==> src/rtl/keypad_pkg.sv <==
// Shared types and 3 MHz timing defaults for the keypad key filter.
package keypad_pkg;

  typedef enum logic [1:0] {
    IDLE       = 2'd0,
    PRESS_DB   = 2'd1,
    HELD       = 2'd2,
    RELEASE_DB = 2'd3
  } kf_state_t;

  typedef enum logic {
    DELAY = 1'b0,
    RATE  = 1'b1
  } rpt_phase_t;

  localparam int DEF_DEBOUNCE_CYCLES = 60000;    // 20 ms
  localparam int DEF_RELEASE_CYCLES  = 30000;    // 10 ms
  localparam int DEF_REPEAT_DELAY    = 1500000;  // 500 ms
  localparam int DEF_REPEAT_RATE     = 300000;   // 100 ms

  // Counter width able to hold max(a,b)-1; never narrower than one bit.
  function automatic int cnt_width(input int a, input int b);
    int m;
    m = (a > b) ? a : b;
    return (m <= 2) ? 1 : $clog2(m);
  endfunction

endpackage

==> src/rtl/keypad_key_filter.sv <==
// Press/release debouncer with multi-key lockout, scanner freeze and
// optional typematic auto-repeat for a single keypad key.
module keypad_key_filter
  import keypad_pkg::*;
#(
  parameter int CODE_W          = 4,
  parameter int DEBOUNCE_CYCLES = DEF_DEBOUNCE_CYCLES,
  parameter int RELEASE_CYCLES  = DEF_RELEASE_CYCLES,
  parameter int REPEAT_DELAY    = DEF_REPEAT_DELAY,
  parameter int REPEAT_RATE     = DEF_REPEAT_RATE
) (
  input  logic              clk,
  input  logic              rst_n,
  input  logic [CODE_W-1:0] key_code,
  input  logic              key_detected,
  input  logic              repeat_en,
  output logic              key_valid,
  output logic [CODE_W-1:0] debounced_key,
  output logic              key_held,
  output logic              key_released,
  output logic              scan_stop
);

  localparam int DBW = cnt_width(DEBOUNCE_CYCLES, RELEASE_CYCLES);
  localparam int RPW = cnt_width(REPEAT_DELAY, REPEAT_RATE);
  localparam logic [DBW-1:0] DB_LAST  = DBW'(DEBOUNCE_CYCLES - 1);
  localparam logic [DBW-1:0] REL_LAST = DBW'(RELEASE_CYCLES - 1);
  localparam logic [RPW-1:0] RD_LAST  = RPW'(REPEAT_DELAY - 1);
  localparam logic [RPW-1:0] RR_LAST  = RPW'(REPEAT_RATE - 1);

  kf_state_t         state, state_nx;
  rpt_phase_t        rpt_phase, phase_nx;
  logic [CODE_W-1:0] l_key, l_key_nx, dkey_nx;
  logic [DBW-1:0]    db_cnt, db_nx;
  logic [RPW-1:0]    rpt_cnt, rpt_nx, rpt_last;
  logic              present, same_key, valid_nx, rel_nx;

  assign present  = key_detected && (key_code != '0);
  assign same_key = present && (key_code == l_key);
  assign rpt_last = (rpt_phase == DELAY) ? RD_LAST : RR_LAST;

  always_comb begin
    state_nx = state;
    phase_nx = rpt_phase;
    l_key_nx = l_key;
    dkey_nx  = debounced_key;
    db_nx    = db_cnt;
    rpt_nx   = rpt_cnt;
    valid_nx = 1'b0;
    rel_nx   = 1'b0;
    case (state)
      IDLE: begin
        if (present) begin
          state_nx = PRESS_DB;
          l_key_nx = key_code;
          db_nx    = '0;
        end
      end
      PRESS_DB: begin
        if (!same_key) begin
          state_nx = IDLE;
        end else if (db_cnt == DB_LAST) begin
          state_nx = HELD;
          valid_nx = 1'b1;
          dkey_nx  = l_key;
          rpt_nx   = '0;
          phase_nx = DELAY;
        end else begin
          db_nx = db_cnt + 1'b1;
        end
      end
      HELD: begin
        // Any other nonzero code is a second key: locked out, still "held".
        if (!present) begin
          state_nx = RELEASE_DB;
          db_nx    = '0;
        end else if (repeat_en) begin
          if (rpt_cnt == rpt_last) begin
            valid_nx = 1'b1;
            rpt_nx   = '0;
            phase_nx = RATE;
          end else begin
            rpt_nx = rpt_cnt + 1'b1;
          end
        end
      end
      RELEASE_DB: begin
        if (same_key) begin
          state_nx = HELD;
        end else if (db_cnt == REL_LAST) begin
          state_nx = IDLE;
          rel_nx   = 1'b1;
        end else begin
          db_nx = db_cnt + 1'b1;
        end
      end
      default: state_nx = IDLE;
    endcase
  end

  // Outputs are decoded from the next state so they change on the same edge.
  always_ff @(posedge clk or negedge rst_n) begin
    if (!rst_n) begin
      state         <= IDLE;
      rpt_phase     <= DELAY;
      l_key         <= '0;
      debounced_key <= '0;
      db_cnt        <= '0;
      rpt_cnt       <= '0;
      key_valid     <= 1'b0;
      key_released  <= 1'b0;
      key_held      <= 1'b0;
      scan_stop     <= 1'b0;
    end else begin
      state         <= state_nx;
      rpt_phase     <= phase_nx;
      l_key         <= l_key_nx;
      debounced_key <= dkey_nx;
      db_cnt        <= db_nx;
      rpt_cnt       <= rpt_nx;
      key_valid     <= valid_nx;
      key_released  <= rel_nx;
      key_held      <= (state_nx == HELD) || (state_nx == RELEASE_DB);
      scan_stop     <= (state_nx != IDLE);
    end
  end

endmodule

==> config.mk <==
export PLATFORM = sky130hd
export DESIGN_NAME = keypad_key_filter
export DESIGN_NICKNAME = d
export VERILOG_FILES = /design/src/rtl/keypad_pkg.sv /design/src/rtl/keypad_key_filter.sv
export SDC_FILE = /design/constraint.sdc
export NUM_CORES = 1
export LEC_CHECK = 0
export ABC_AREA = 1
export CELL_PAD_IN_SITES_DETAIL_PLACEMENT = 1
export CELL_PAD_IN_SITES_GLOBAL_PLACEMENT = 1
export CORE_MARGIN = 2
export CORE_UTILIZATION = 45
export DETAILED_ROUTE_END_ITERATION = 12
export HOLD_SLACK_MARGIN = 0.06
export PLACE_DENSITY_LB_ADDON = 0.1
export SLEW_MARGIN = 30
export SYNTH_ARGS = -nofsm -noshare
export SYNTH_HDL_FRONTEND = slang
export SYNTH_SLANG_ARGS = --single-unit
==> constraint.sdc <==
create_clock -name clk -period 3.7 [get_ports clk]
set_input_delay 0.925 -clock clk [delete_from_list [all_inputs] [get_ports clk]]
set_output_delay 0.925 -clock clk [all_outputs]
set_load 0.005 [all_outputs]
==> flow_summary.toml, run 1 <==
[run_status]
status = "finished, final reports clean"

[worst_setup_path]
end_kind = "register"
r2r_slack_ns = 1.38
r2r_cells = 8
setup.worst_path.start_class = "input port"
critPathMaxFanout = 24
timing.rr.start = "rpt_cnt[0]"
critPathLaunch = "key_code[0]"
cp-endpoint = "db_cnt[8]"
r2r_end = "rpt_cnt[8]"
crit_required_ns = 3.88
crit_arrival_ns = 2.80
crit_type = "in2reg"

[timing]
grt_setup_unrepaired = "false"
slew_viol_final = 0
worst_clock_skew_ns = 0.01187
hold_viol = 0
fin_crit_ns = 2.622
fmax_mhz = 381.4
setup_viol = 0
worst_pin_slew_ns = 0.6792
setup-tns-final_ns = 0
relSlewSlack = 0.5467
fin_crit_sh = 0.7086

[drt]
drt_pass1_iterations = 4
vias = 3496
vias_per_cell = 5.289
postRouteAntennaNets = 0
drc = 0
drt_iter0_drc = 97
wl_per_cell_um = 15.10
wirelength_um = 9978

[global_route]
grt_max_degree = 38
grt_pass1_vias = 3605
grt_usage = 0.2431
grt_overflow = 0
grt_pass1_wl_um = 17090
antenna_found_initial = 0

[min_path]
hold_class = "in2async"

[yosys]
ys.flop_type = "dfrtp_1"
avgSynthCellArea_um2 = 6.775
netlist_top_cells_area = "dfrtp_1, nand2_1, nor2_1"
async_flop_share = 1.000
syn-cell-area_um2 = 3692
synthesis.nets = 560
synth_top_area_cell = "dfrtp_1"
synth.most_common_cell = "nand2_1"
synth_edf_count = 0
synth_top_cell_area_share = 0.3456
yosysWarnings = 0
synth_cell_types = 33
yosysSeqAreaShare = 0.3456
synth_seq_cells = 51
syn_inst = 545
synthTopCellsByCount = "nand2_1, nor2_1, inv_1"

[clocking]
clockBufferDepth = 2
tritoncts = "yes"
cts_setup_buffers = 0
cts_resized = 0
clk_pin_slew_worst_paths_ns = 0.10
cts_hold_repair.buffers = 0
numCtsBuffers = 5
cts_root_buffer = "clkbuf_8"
cts.sinks = 51
ctsHtreeMaxLevel = 2
clk_latency_ns = 0.32

[floorplanning]
core_area_um2 = 8093
initial_core_util = 0.4562
io-pin-count = 16
die_w_um = 94.58
row_count = 33
dieHeight_um = 94.58
die_area_um2 = 8945

[placement]
hpwlAfterDp_um = 7552
place_area_um2 = 3879
portBuffers = 15
place_congestion = 0.9227

[pwr]
leakagePower_nw = 1.768
powerDensity_nw_per_um2 = 445.1
ir_drop_v = 0.0003931

[final_layout]
fillers = 1095
area_delta_synth_final_pct = 7.421
drive_above_1_share = 0.07914
nets = 570
finish.instance_area_um2 = 3966
diodes = 0

[flow_run]
cap_viol_max_count = 0
registers in the layout, summed over array words and instances, names as in the netlist:
register	cells
state	1
key_valid	1
key_released	1
scan_stop	1
key_held	1
rpt_cnt	21
db_cnt	16
debounced_key	4
rpt_phase	1
l_key	4
through the flow:
step / total power (W) / worst slack [ns] / util / hold slack [ns] / cells
floorplan: 0.001329 / 1.662 / - / 0.4763 / 545
global placement: 0.001414 / 0.8617 / 0.4790 / 0.4693 / 653
detailed placement: 0.001457 / 0.7074 / 0.4793 / 0.4870 / 653
CTS: 0.001790 / 1.058 / 0.4898 / 0.5050 / 661
global route: 0.001910 / 0.8725 / 0.4901 / 0.5101 / 661
finish: 0.001766 / 1.078 / 0.4901 / 0.4991 / 661
metal layers:
layer | global-route usage | vias up | routed length (um)
met3 | 0.03192 | 20 | 223
met4 | 0.09300 | 0 | 293
met2 | 0.4280 | 46 | 4987
li1 | - | 1747 | -
met1 | 0.3028 | 1683 | 4474
met5 | 0 | - | 0
logic make-up after synthesis:
kind of cell | after synthesis | synth area share
AO/OA/AOI/OAI | 57 | 0.09115
XOR/XNOR | 28 | 0.06642
adder cells (fa/ha/maj) | 7 | 0.02372
buffers and inverters | 72 | 0.08844
flip-flops | 51 | 0.3456
AND/OR/NAND/NOR | 330 | 0.3846
power by group:
part	switching (W)	leakage (nW)	total (W)	internal, W
Combinational	0.000569	1.04	0.000769	0.000201
Clock	0.000198	0.0412	0.000331	0.000133
Sequential	0.0000491	0.688	0.000665	0.000616
Total	0.000816	1.77	0.00177	0.000949
cell usage in the layout (no fill, tap or decap), types with 2 or more instances in the layout:
cell type,count
nand3_1,48
nand2_2,8
a21oi_1,3
inv_1,56
o21ai_0,37
clkdlybuf4s50_1,14
nor2_2,5
nor2_1,84
nor3_1,9
xor2_1,25
o21ai_2,12
nand3_2,3
xnor2_1,3
dfrtp_1,51
nand4_1,9
nand2_1,157
nand3b_1,2
o21ai_1,3
clkbuf_8,5
ha_1,6
area by class of cell:
class | instances | area [um^2] | share of cell area
inverter | 59 | 226.5 | 0.05710
clock buffer | 6 | 72.57 | 0.01830
sequential | 51 | 1276 | 0.3218
tap | 105 | 131.4 | 0.03312
clock inverter | 2 | 12.51 | 0.003155
timing repair buffer | 16 | 152.6 | 0.03849
multi-input combinational | 422 | 2095 | 0.5281
how the worst min path moves through the flow:
| stage | from | to | cells after the start |
|---|---|---|---|
| detailed placement | debounced_key[1] | debounced_key[1] | 2 |
| CTS | rst_n | rpt_cnt[4] | 1 |
| global route | rst_n | rpt_cnt[5] | 1 |
| global placement | debounced_key[2] | debounced_key[2] | 2 |
| floorplan | debounced_key[0] | debounced_key[0] | 2 |
| finish | rst_n | rpt_cnt[4] | 1 |
worst max-delay path, cell delays in order:
cell,delay (ns)
clkdlybuf4s50_1,0.53
nor2_1,0.09
a21oi_2,0.25
nand3_2,0.13
nand2_2,0.11
nand2_2,0.14
nor2_4,0.46
o21ai_0,0.16
Power figures use the tool's default switching activity.
==> run 2: changes to the inputs <==
--- a/config.mk
+++ b/config.mk
@@ -9,7 +9,7 @@
 export CELL_PAD_IN_SITES_DETAIL_PLACEMENT = 1
 export CELL_PAD_IN_SITES_GLOBAL_PLACEMENT = 1
 export CORE_MARGIN = 2
-export CORE_UTILIZATION = 45
+export CORE_UTILIZATION = 40
 export DETAILED_ROUTE_END_ITERATION = 12
 export HOLD_SLACK_MARGIN = 0.06
 export PLACE_DENSITY_LB_ADDON = 0.1
==> constraint.sdc (replaced) <==
create_clock -name clk -period 2.2 [get_ports clk]
set_input_delay 0.55 -clock clk [delete_from_list [all_inputs] [get_ports clk]]
set_output_delay 0.55 -clock clk [all_outputs]
set_load 0.005 [all_outputs]
==> run 2 against run 1 <==
Against the previous run:
- worst setup slack worse by 0.88 ns
- final cell count up 3.6%
- global-route usage down 2.4 points
- total power up 87%
- critical path depth up 2
- non-clock buffer count up 18
- first-iteration DRC count down 31%
- count of clock-buffer cells in the layout unchanged
- via count up 0.29%
- die area up 12%
==> flow_summary.toml, run 2 (synthesis gave the netlist of run 1 again) <==
[timing]
setup_viol = 0
worst_clock_skew_ns = 0.007515
fin_crit_sh = 0.9112
relSlewSlack = 0.5763
worst_pin_slew_ns = 0.6356
slew_viol_final = 0
hold_viol = 0
fmax_mhz = 498.8
fin_crit_ns = 2.005
grt_setup_unrepaired = "false"

[final_layout]
drive_above_1_share = 0.1063
reg_top3 = "rpt_cnt: 21 flops, db_cnt: 16 flops"
area_delta_synth_final_pct = 13.05
largest_register_ffs = 21
diodes = 0
finalNonFillerCells = 685
nets = 588
mostFrequentLayoutCell = "nand2_1"
layout_common_cells = "nand2_1, nor2_1, inv_1, dfrtp_1, nand3_1"
largest-register = "rpt_cnt"

[clocking]
cts_setup_buffers = 0
ctsHtreeMaxLevel = 2
numCtsBuffers = 5
cts.sinks = 51
clockBufferDepth = 2
tritoncts = "yes"
clk_pin_slew_worst_paths_ns = 0.10
cts_root_buffer = "clkbuf_8"
clk_latency_ns = 0.31

[worst_setup_path]
crit_required_ns = 2.44
critPathMaxFanout = 9
crit_type = "in2reg"
r2r_cells = 9
crit_arrival_ns = 2.24
end_kind = "register"
setup.worst_path.start_class = "input port"

[pwr]
p_switching_w = 0.001419
ir_drop_v = 0.0005131
powerDensity_nw_per_um2 = 792.9
leakagePower_nw = 1.890
intPower_w = 0.001891
switching_share = 0.4288
finalPower_w = 0.003310
comb_power_share = 0.449
seqPwrFrac = 0.335
clockPowerShare = 0.216

[global_route]
grt_pass1_wl_um = 17560
grt_max_degree = 34
grt_usage = 0.2188
grt_pass1_vias = 3670
grt_overflow = 0
antenna_found_initial = 0

[drt]
drt_pass1_iterations = 4
postRouteAntennaNets = 0
wl_per_cell_um = 14.82
drt_iter0_drc = 67
drc = 0
vias = 3506
vias_per_cell = 5.118
wirelength_um = 10150

[floorplanning]
io-pin-count = 16
die_area_um2 = 10020
initial_core_util = 0.4054
row_count = 35
die_w_um = 100.1
dieHeight_um = 100.1
core_area_um2 = 9109

[min_path]
hold_class = "in2async"

[flow_run]
cap_viol_max_count = 0

[placement]
place_congestion = 0.8971
portBuffers = 15
hpwlAfterDp_um = 7868
placedCellCount = 677

[run_status]
status = "finished, final reports clean"
run 2: area by class of cell:
| class | count | area, um^2 |
|---|---|---|
| fillers | 1224 | 4935 |
| multi-input cells | 422 | 2090 |
| flip-flops and latches | 51 | 1276 |
| repair buffers | 34 | 325.3 |
| inverters | 59 | 226.5 |
| well taps | 111 | 138.9 |
| clock buffers | 6 | 82.58 |
| clock inverters | 2 | 35.03 |
run 2: what timing repair did:
action / 4_1_cts / 5_1_grt
resized for setup: 0 / 1
setup endpoints to repair: 0 / 1
hold buffers: 0 / 0
run 2: worst paths after layout:
kind | startpoint | end | slack [ns]
worst max-delay path | key_code[0] | rpt_cnt[19] | 0.20
worst max register to register | db_cnt[0] | debounced_key[0] | 0.29
min in group clk | debounced_key[2] | debounced_key[2] | 0.50
max in group asynchronous | rst_n | l_key[0] | 1.36
worst min-delay path | rst_n | rpt_cnt[3] | 0.24
worst min register to register | debounced_key[2] | debounced_key[2] | 0.50
run 2: through the flow:
stage | cell area, um^2 | TNS, ns | worst slack, ns | hold slack [ns] | util
final | 4174 | 0 | 0.1954 | 0.2385 | 0.4582
after global routing | 4174 | 0 | 0.01084 | 0.2773 | 0.4582
after CTS | 4174 | 0 | 0.2122 | 0.2566 | 0.4582
after detailed placement | 4056 | -4.148 | -0.1172 | 0.4860 | 0.4453
after global placement | 4056 | -2.763 | -0.1003 | 0.4697 | 0.4453
after floorplan | 3692 | 0 | 0.5032 | 0.2544 | -
run 2: critical path: stages:
cell             delay (ns)
clkdlybuf4s50_1        0.54
nor2_1                 0.09
a21oi_2                0.26
nand3_2                0.14
nand2_2                0.10
nand2_2                0.10
nor2_8                 0.12
buf_4                  0.18
nand3_1                0.08
o21ai_0                0.08
run 2: power by group through the flow:
stage / registers [W] / logic [W] / clock network (W)
floorplan: 0.00112 / 0.00112 / 0
global placement: 0.00112 / 0.00146 / 0
detailed placement: 0.00113 / 0.00151 / 0
CTS: 0.00111 / 0.00152 / 0.000744
global route: 0.00112 / 0.00169 / 0.000774
finish: 0.00111 / 0.00149 / 0.000715
run 2: routing by layer:
layer / vias up / part of all wire / GRT usage
met5: - / 0 / 0
met4: 0 / 0.017 / 0.05901
met3: 13 / 0.014 / 0.02646
met2: 23 / 0.52 / 0.4101
met1: 1691 / 0.45 / 0.2636
li1: 1779 / - / -
==> run 3: changes to the inputs <==
--- a/config.mk
+++ b/config.mk
@@ -10,6 +10,7 @@
 export CELL_PAD_IN_SITES_GLOBAL_PLACEMENT = 1
 export CORE_MARGIN = 2
 export CORE_UTILIZATION = 40
+export CTS_CLUSTER_DIAMETER = 60
 export DETAILED_ROUTE_END_ITERATION = 12
 export HOLD_SLACK_MARGIN = 0.06
 export PLACE_DENSITY_LB_ADDON = 0.1
==> results of run 3 <==
Final layout, timing and power as in run 2 (identical DEF).
